**config.mk**
```make
export PLATFORM = sky130hd
export DESIGN_NAME = pc_next_gen_flat
export DESIGN_NICKNAME = d
export VERILOG_FILES = /design/src/rtl/pc_next_gen_if.sv /design/src/rtl/pc_next_gen.sv /design/src/flat_wrapper.sv
export SDC_FILE = /design/constraint.sdc
export NUM_CORES = 2
export LEC_CHECK = 0
export BUFFER_PORTS_ARGS = -buffer_cell sky130_fd_sc_hd__buf_2
export CAP_MARGIN = 10
export CORE_ASPECT_RATIO = 0.5
export CORE_MARGIN = 1
export CORE_UTILIZATION = 40
export CTS_BUF_LIST = sky130_fd_sc_hd__clkbuf_2 sky130_fd_sc_hd__clkbuf_4 sky130_fd_sc_hd__clkbuf_8
export DETAILED_ROUTE_END_ITERATION = 8
export SETUP_SLACK_MARGIN = 0.05
export SYNTH_ARGS = -nofsm -noshare
export SYNTH_HDL_FRONTEND = slang
export SYNTH_SLANG_ARGS = --single-unit
```
**constraint.sdc**
```tcl
create_clock -name clk -period 5.2 [get_ports clk]
set_input_delay 1.04 -clock clk [delete_from_list [all_inputs] [get_ports clk]]
set_output_delay 1.04 -clock clk [all_outputs]
set_load 0.1 [all_outputs]
```
**src/rtl/pc_next_gen_if.sv**
```systemverilog
// pc_next_gen_if
// Groups the fetch-side and EX-side signals of the next-PC generator.
//   master : the generator (pc_next_gen) - drives pc_next, stall, flush,
//            pred_taken, pred_target, branch_cnt, mispred_cnt.
//   slave  : the surrounding pipeline - drives pc_cur, hazard_stall,
//            imem_busy and the resolved EX branch information.
interface pc_next_gen_if;
  // Fetch side
  logic [31:0] pc_cur;
  logic        hazard_stall;
  logic        imem_busy;
  // Resolved control-flow instruction in EX
  logic        ex_valid;
  logic        ex_is_jump;
  logic [31:0] ex_pc;
  logic        ex_taken;
  logic [31:0] ex_target;
  logic        ex_pred_taken;
  logic [31:0] ex_pred_target;
  // Generator outputs
  logic [31:0] pc_next;
  logic        stall;
  logic        flush;
  logic        pred_taken;
  logic [31:0] pred_target;
  logic [31:0] branch_cnt;
  logic [31:0] mispred_cnt;

  modport master (
    input  pc_cur, hazard_stall, imem_busy,
    input  ex_valid, ex_is_jump, ex_pc, ex_taken, ex_target,
    input  ex_pred_taken, ex_pred_target,
    output pc_next, stall, flush, pred_taken, pred_target,
    output branch_cnt, mispred_cnt
  );

  modport slave (
    output pc_cur, hazard_stall, imem_busy,
    output ex_valid, ex_is_jump, ex_pc, ex_taken, ex_target,
    output ex_pred_taken, ex_pred_target,
    input  pc_next, stall, flush, pred_taken, pred_target,
    input  branch_cnt, mispred_cnt
  );
endinterface

```
**src/rtl/pc_next_gen.sv**
```systemverilog
// pc_next_gen
// Next-PC generator for the fetch stage. Looks up pc_cur in a direct-mapped
// BTB with 2-bit saturating counters, redirects fetch on EX mispredictions
// (flushing younger stages), and counts resolved branches / mispredictions.
// Ports:
//   clk, rst : clock and synchronous active-high reset
//   bus      : pc_next_gen_if.master (fetch inputs, EX resolution inputs,
//              pc_next/stall/flush/prediction outputs, statistics counters)
module pc_next_gen #(
  parameter int BTB_ENTRIES = 16
) (
  input logic             clk,
  input logic             rst,
  pc_next_gen_if.master   bus
);
  localparam int IDX   = $clog2(BTB_ENTRIES);
  localparam int TAG_W = 32 - IDX - 2;

  // BTB storage; read combinationally so it maps to distributed RAM/regs.
  logic [BTB_ENTRIES-1:0] valid_reg;
  logic [TAG_W-1:0]       tag_reg    [BTB_ENTRIES];
  logic [31:0]            target_reg [BTB_ENTRIES];
  logic [1:0]             ctr_reg    [BTB_ENTRIES];
  logic [31:0]            branch_cnt_reg;
  logic [31:0]            mispred_cnt_reg;

  // ---------------- Lookup on pc_cur ----------------
  logic [IDX-1:0]   lu_idx;
  logic [TAG_W-1:0] lu_tag;
  logic             lu_hit;
  logic [31:0]      pc_plus4;

  assign lu_idx   = bus.pc_cur[IDX+1:2];
  assign lu_tag   = bus.pc_cur[31:IDX+2];
  assign lu_hit   = valid_reg[lu_idx] && (tag_reg[lu_idx] == lu_tag);
  assign pc_plus4 = bus.pc_cur + 32'd4;

  // Predictions are suppressed during reset because the BTB still holds
  // pre-reset contents until the reset edge.
  logic pred_taken_c;
  assign pred_taken_c    = !rst && lu_hit && ctr_reg[lu_idx][1];
  assign bus.pred_taken  = pred_taken_c;
  assign bus.pred_target = (!rst && lu_hit) ? target_reg[lu_idx] : pc_plus4;

  // ---------------- Mispredict / redirect ----------------
  logic mis;
  logic redirect;
  assign mis = bus.ex_valid &&
               ((bus.ex_taken != bus.ex_pred_taken) ||
                (bus.ex_taken && (bus.ex_target != bus.ex_pred_target)));
  assign redirect = !rst && mis;

  always_comb begin
    bus.pc_next = pc_plus4;
    if (rst) begin
      bus.pc_next = pc_plus4;
    end else if (mis) begin
      bus.pc_next = bus.ex_taken ? bus.ex_target : (bus.ex_pc + 32'd4);
    end else if (pred_taken_c) begin
      bus.pc_next = bus.pred_target;
    end
  end

  // A redirect overrides any stall so the corrected PC is loaded.
  assign bus.stall = !rst && !mis && (bus.hazard_stall || bus.imem_busy);
  assign bus.flush = redirect;

  // ---------------- BTB update ----------------
  logic [IDX-1:0]   up_idx;
  logic [TAG_W-1:0] up_tag;
  logic             up_hit;
  logic [1:0]       up_ctr;

  assign up_idx = bus.ex_pc[IDX+1:2];
  assign up_tag = bus.ex_pc[31:IDX+2];
  assign up_hit = valid_reg[up_idx] && (tag_reg[up_idx] == up_tag);
  assign up_ctr = ctr_reg[up_idx];

  always_ff @(posedge clk) begin
    if (rst) begin
      valid_reg <= '0;
      for (int i = 0; i < BTB_ENTRIES; i++) begin
        ctr_reg[i] <= 2'b01;
      end
    end else if (bus.ex_valid) begin
      if (!up_hit) begin
        if (bus.ex_taken) begin
          valid_reg[up_idx]  <= 1'b1;
          tag_reg[up_idx]    <= up_tag;
          target_reg[up_idx] <= bus.ex_target;
          ctr_reg[up_idx]    <= bus.ex_is_jump ? 2'b11 : 2'b10;
        end
      end else if (bus.ex_is_jump) begin
        ctr_reg[up_idx]    <= 2'b11;
        target_reg[up_idx] <= bus.ex_target;
      end else if (bus.ex_taken) begin
        ctr_reg[up_idx]    <= (up_ctr == 2'b11) ? 2'b11 : up_ctr + 2'd1;
        target_reg[up_idx] <= bus.ex_target;
      end else begin
        ctr_reg[up_idx]    <= (up_ctr == 2'b00) ? 2'b00 : up_ctr - 2'd1;
      end
    end
  end

  // ---------------- Statistics ----------------
  always_ff @(posedge clk) begin
    if (rst) begin
      branch_cnt_reg  <= '0;
      mispred_cnt_reg <= '0;
    end else begin
      if (bus.ex_valid) branch_cnt_reg  <= branch_cnt_reg + 32'd1;
      if (mis)          mispred_cnt_reg <= mispred_cnt_reg + 32'd1;
    end
  end

  assign bus.branch_cnt  = branch_cnt_reg;
  assign bus.mispred_cnt = mispred_cnt_reg;
endmodule

```
**src/flat_wrapper.sv**
```systemverilog
// flat-port wrapper written by rule: the top's interface ports become plain ports
module pc_next_gen_flat 
#(
  parameter int BTB_ENTRIES = 16
)
  (clk, rst, bus_pc_cur, bus_hazard_stall, bus_imem_busy, bus_ex_valid, bus_ex_is_jump, bus_ex_pc, bus_ex_taken, bus_ex_target, bus_ex_pred_taken, bus_ex_pred_target, bus_pc_next, bus_stall, bus_flush, bus_pred_taken, bus_pred_target, bus_branch_cnt, bus_mispred_cnt);
  pc_next_gen_if bus_i ();
  input logic clk;
  input logic rst;
  input wire logic [$bits(bus_i.pc_cur)-1:0] bus_pc_cur;
  input wire logic [$bits(bus_i.hazard_stall)-1:0] bus_hazard_stall;
  input wire logic [$bits(bus_i.imem_busy)-1:0] bus_imem_busy;
  input wire logic [$bits(bus_i.ex_valid)-1:0] bus_ex_valid;
  input wire logic [$bits(bus_i.ex_is_jump)-1:0] bus_ex_is_jump;
  input wire logic [$bits(bus_i.ex_pc)-1:0] bus_ex_pc;
  input wire logic [$bits(bus_i.ex_taken)-1:0] bus_ex_taken;
  input wire logic [$bits(bus_i.ex_target)-1:0] bus_ex_target;
  input wire logic [$bits(bus_i.ex_pred_taken)-1:0] bus_ex_pred_taken;
  input wire logic [$bits(bus_i.ex_pred_target)-1:0] bus_ex_pred_target;
  output wire logic [$bits(bus_i.pc_next)-1:0] bus_pc_next;
  output wire logic [$bits(bus_i.stall)-1:0] bus_stall;
  output wire logic [$bits(bus_i.flush)-1:0] bus_flush;
  output wire logic [$bits(bus_i.pred_taken)-1:0] bus_pred_taken;
  output wire logic [$bits(bus_i.pred_target)-1:0] bus_pred_target;
  output wire logic [$bits(bus_i.branch_cnt)-1:0] bus_branch_cnt;
  output wire logic [$bits(bus_i.mispred_cnt)-1:0] bus_mispred_cnt;
  assign bus_i.pc_cur = bus_pc_cur;
  assign bus_i.hazard_stall = bus_hazard_stall;
  assign bus_i.imem_busy = bus_imem_busy;
  assign bus_i.ex_valid = bus_ex_valid;
  assign bus_i.ex_is_jump = bus_ex_is_jump;
  assign bus_i.ex_pc = bus_ex_pc;
  assign bus_i.ex_taken = bus_ex_taken;
  assign bus_i.ex_target = bus_ex_target;
  assign bus_i.ex_pred_taken = bus_ex_pred_taken;
  assign bus_i.ex_pred_target = bus_ex_pred_target;
  assign bus_pc_next = bus_i.pc_next;
  assign bus_stall = bus_i.stall;
  assign bus_flush = bus_i.flush;
  assign bus_pred_taken = bus_i.pred_taken;
  assign bus_pred_target = bus_i.pred_target;
  assign bus_branch_cnt = bus_i.branch_cnt;
  assign bus_mispred_cnt = bus_i.mispred_cnt;
  pc_next_gen #(.BTB_ENTRIES(BTB_ENTRIES)) u_core (.clk(clk), .rst(rst), .bus(bus_i));
endmodule
```
==> Implementation_results.wiki <==
{| class="wikitable"
! Metric !! Value
|-
| Run status || complete, but fails checks
|-
| Violations in the final reports || design-rule violations, negative setup slack
|-
| Final hold violation count || 0
|-
| Area post-placement || 56,100 um2
|-
| Insertion delay to the later sink of the worst-skew pair || 890 ps
|-
| DP Wirelength || 111,000 um
|-
| Arrival time at the worst endpoint || 4550 ps
|-
| Synthesized instance count || 2,872
|-
| Mapped cell area || 47,800 um2
|-
| Most used flip-flop cell after synthesis || sky130_fd_sc_hd__edfxtp_1
|-
| Via density per instance || 5.99
|-
| Path type of the worst min-delay path || register to register
|-
| Number of levels in the clock H-tree || 4
|-
| Row Count || 89
|-
| Crit path max fanout || 8
|-
| Detailed Routing Iterations Pass 1 || 9
|-
| Number of nets still failing antenna checks after routing || 0
|-
| Number of enable-type register cells in the synthesized netlist || 960
|-
| Clock Skew || 39.4 ps
|-
| Via count of the first global-routing pass || 31,100
|-
| Relative contribution of the clock network to total power || 0.367
|-
| Final critical delay including setup and external delays || 5590 ps
|-
| Placer congestion estimate || 0.930
|-
| Register share of total power || 0.503
|-
| Sink count of the clock tree || 1,040
|-
| WL/cell || 30.7 um
|-
| All-layer global routing usage || 0.262
|-
| Global route total overflow || 0
|-
| Capture point of the worst reg-to-reg path || u_core.ctr_reg[9][0]
|-
| Buffer type at the clock tree root || sky130_fd_sc_hd__clkbuf_8
|-
| Pins Over Slew Limit || 0
|-
| Kind of capture point of the worst setup path || primary output
|-
| Wire length of the first global-routing pass || 225,000 um
|-
| Int Power || 13.6 mW
|-
| Peak supply drop || 0.238 mV
|-
| Vias post-DR || 31,400
|-
| Layout area overhead || 26.2%
|-
| CP Data Required Time || 4160 ps
|-
| RSZ-0062 raised after global routing || true
|-
| Net Switching || 4.78 mW
|-
| Setup slack of the critical path after layout || -385 ps
|-
| Die Footprint || 121,000 um2
|-
| Synthesized Nets || 3,015
|-
| Clock-pin slew on the worst setup and hold paths || 60 ps
|-
| Clock tree from TritonCTS || yes
|-
| Post-route cell area || 60,400 um2
|-
| DRC violations left || 4
|-
| Worst slew margin || 0.186
|-
| Yosys cell types || 78
|-
| Origin of the critical flop-to-flop path || u_core.tag_reg[9][1]
|-
| CTS buffer count || 156
|-
| Maximum clock frequency || 0.179 GHz
|-
| Iteration-0 DRC count of the detailed router || 3,845
|-
| Number of port buffers || 266
|-
| Worst Setup Path Type || primary input to primary output
|-
| Async S/R FF share, synth || 0
|-
| Proportion of power drawn by combinational gates || 0.130
|-
| Number of warning messages in the yosys log || 0
|-
| Initial antenna violation count || 15
|-
| Total power density per cell area || 304 nW/um2
|-
| Pin slew with the least headroom to its limit || 1220 ps
|-
| Area of the placeable core || 118,000 um2
|-
| Pin count of the biggest net entering global routing || 81
|-
| Fraction of layout cells with a size suffix above 1 || 0.410
|-
| Final wirelength || 161,000 um
|-
| Leakage power of the design || 20.5 nW
|-
| Final critical-path share of the clock period || 1.07
|-
| Type of origin of the critical path || primary input
|-
| Die height || 246 um
|-
| Internal reg-to-reg setup slack || 850 ps
|-
| Max Buffers Root-to-Sink || 3
|-
| Start point of the worst hold path || u_core.bus.mispred_cnt[31]
|-
| Share of synthesized area occupied by flip-flops and latches || 0.636
|-
| Die outline width || 491 um
|-
| Cell depth of the worst min-delay path || 2
|-
| Net count, final || 3,662
|-
| Mean instance size in the synthesized netlist || 16.7 um2
|-
| Number of synthesized register bits || 1,040
|-
| Hold slack || 491 ps
|-
| Initial core utilization || 0.404
|-
| Max Cap Viol || 0
|-
| Sw Share || 0.261
|-
| Setup violators final || 64
|-
| Cells on worst reg2reg path || 8
|-
| Hold Crit Endpoint || u_core.bus.mispred_cnt[31]
|-
| Max reg flops || 512
|-
| I/O pin count || 267
|}
[how the worst max path moves through the flow]
| stage | slack [ps] | startpoint | end |
|---|---|---|---|
| detailed placement | -820 | bus_pc_cur[2] | bus_pc_next[14] |
| finish | -390 | bus_pc_cur[2] | bus_pc_next[2] |
| CTS | -430 | u_core.tag_reg[15][0] | bus_pc_next[29] |
| global route | -510 | u_core.tag_reg[11][9] | bus_pc_next[21] |
| floorplan | -730 | bus_pc_cur[2] | bus_pc_next[17] |
| global placement | -850 | bus_pc_cur[2] | bus_pc_next[17] |
[cells by family (layout without fill, tap and decap cells)]
logic type | after synthesis | in the layout | synth area share
compound gates | 309 | 309 | 0.0456
xor+xnor | 187 | 187 | 0.0342
fa+ha+maj | 7 | 7 | 0.00183
buf+inv | 220 | 985 | 0.0205
flops | 1040 | 1040 | 0.636
mux | 531 | 531 | 0.201
other cells | 0 | 7 | 0
simple gates | 578 | 578 | 0.0601
[timing repair]
item | CTS | global route
cloned | 3 | 5
pin swaps | 14 | 25
setup endpoints to repair | 67 | 65
hold buffers | 0 | 0
gates resized for setup | 81 | 66
setup buffers | 17 | 8
[Yosys cell counts, types with 7 or more instances]
cell type	number	area, um2
sky130_fd_sc_hd__nor4_1	56	350
sky130_fd_sc_hd__ha_1	7	87.6
sky130_fd_sc_hd__mux2_2	56	631
sky130_fd_sc_hd__a31oi_1	7	43.8
sky130_fd_sc_hd__a221oi_1	19	166
sky130_fd_sc_hd__xor2_1	95	832
sky130_fd_sc_hd__xnor2_1	92	806
sky130_fd_sc_hd__inv_1	19	71.3
sky130_fd_sc_hd__o22ai_1	14	87.6
sky130_fd_sc_hd__nand4_1	25	156
sky130_fd_sc_hd__nand2_1	136	510
sky130_fd_sc_hd__buf_6	9	101
sky130_fd_sc_hd__a211oi_1	26	195
sky130_fd_sc_hd__buf_2	34	170
sky130_fd_sc_hd__mux4_1	10	263
sky130_fd_sc_hd__a21oi_1	50	250
sky130_fd_sc_hd__nor3_1	31	155
sky130_fd_sc_hd__a22oi_1	50	375
sky130_fd_sc_hd__o21ai_0	51	255
sky130_fd_sc_hd__nor2_1	167	627
sky130_fd_sc_hd__buf_4	8	60.1
sky130_fd_sc_hd__buf_1	40	150
sky130_fd_sc_hd__or3_1	15	93.8
sky130_fd_sc_hd__a22o_1	16	140
sky130_fd_sc_hd__clkbuf_1	102	383
sky130_fd_sc_hd__and2_1	8	50.1
sky130_fd_sc_hd__and4_1	10	87.6
sky130_fd_sc_hd__nor2b_1	14	87.6
sky130_fd_sc_hd__nor4_2	10	125
sky130_fd_sc_hd__mux4_2	326	7340
sky130_fd_sc_hd__dfxtp_1	80	1600
sky130_fd_sc_hd__mux2i_1	138	1380
sky130_fd_sc_hd__o2bb2ai_1	16	140
sky130_fd_sc_hd__edfxtp_1	960	28800
sky130_fd_sc_hd__o211ai_1	9	67.6
sky130_fd_sc_hd__and3_1	28	175
sky130_fd_sc_hd__nand3_1	55	275
[stage by stage]
step,setup slack (ps),util,TNS (ps),instances,power [mW]
final,-385,0.510,-13680,5236,18.3
after global routing,-506,0.510,-21870,5234,18.9
after CTS,-426,0.506,-17610,5218,18.4
after detailed placement,-816,0.475,-50110,4922,11.7
after global placement,-854,0.475,-46230,4922,11.6
after floorplan,-731,-,-37900,2872,10.7
[power groups by stage]
stage | logic [mW] | clock network, mW | registers [mW]
3_5_place_dp | 2.26 | 0 | 9.40
5_1_grt | 2.46 | 7.18 | 9.22
4_1_cts | 2.32 | 6.83 | 9.22
3_3_place_gp | 2.25 | 0 | 9.39
2_1_floorplan | 1.24 | 0 | 9.41
6_report | 2.38 | 6.74 | 9.22
[routing by layer]
layer  routed length (um)  up-vias  GRT usage
met4                 5640        4      0.102
met5                   27        -          0
met2                75800     1634      0.420
met1                64200    16500      0.355
met3                14800      248     0.0497
li1                     -    13000          -
[final cells by class]
class,count,area [um2]
fillers,9698,57900
clock inverters,59,424
diodes,7,17.5
repair buffers,683,6860
inverters,26,100
multi-input cells,1612,17900
flip-flops and latches,1040,30400
clock buffers,217,2630
well taps,1592,1990
[placed cells by master (no fill, tap or decap), drive strengths merged, types with 9 or more instances in the layout]
master / count
buf: 679
a22o: 16
a211oi: 27
nand3: 55
o211ai: 9
nor3: 31
xnor2: 92
a21oi: 50
nor2: 167
mux2: 57
inv: 30
dfxtp: 80
mux4: 336
o21ai: 52
a22oi: 50
nand4: 25
and3: 28
and2: 9
xor2: 95
nor4: 66
clkbuf: 221
nand2: 136
and4: 10
a221oi: 20
o2bb2ai: 16
clkinv: 51
edfxtp: 960
mux2i: 138
or3: 15
nor2b: 14
o22ai: 14
[critical path: stages]
cell	delay, ps
sky130_fd_sc_hd__buf_16	120
sky130_fd_sc_hd__buf_4	130
sky130_fd_sc_hd__buf_12	110
sky130_fd_sc_hd__mux4_2	480
sky130_fd_sc_hd__mux4_2	480
sky130_fd_sc_hd__xor2_1	150
sky130_fd_sc_hd__nor4_1	240
sky130_fd_sc_hd__buf_4	190
sky130_fd_sc_hd__and4_1	200
sky130_fd_sc_hd__nand4_1	120
sky130_fd_sc_hd__buf_6	160
sky130_fd_sc_hd__buf_12	140
sky130_fd_sc_hd__or3_4	400
sky130_fd_sc_hd__buf_12	150
sky130_fd_sc_hd__o221ai_4	180
sky130_fd_sc_hd__buf_12	210
Power figures use the tool's default switching activity.
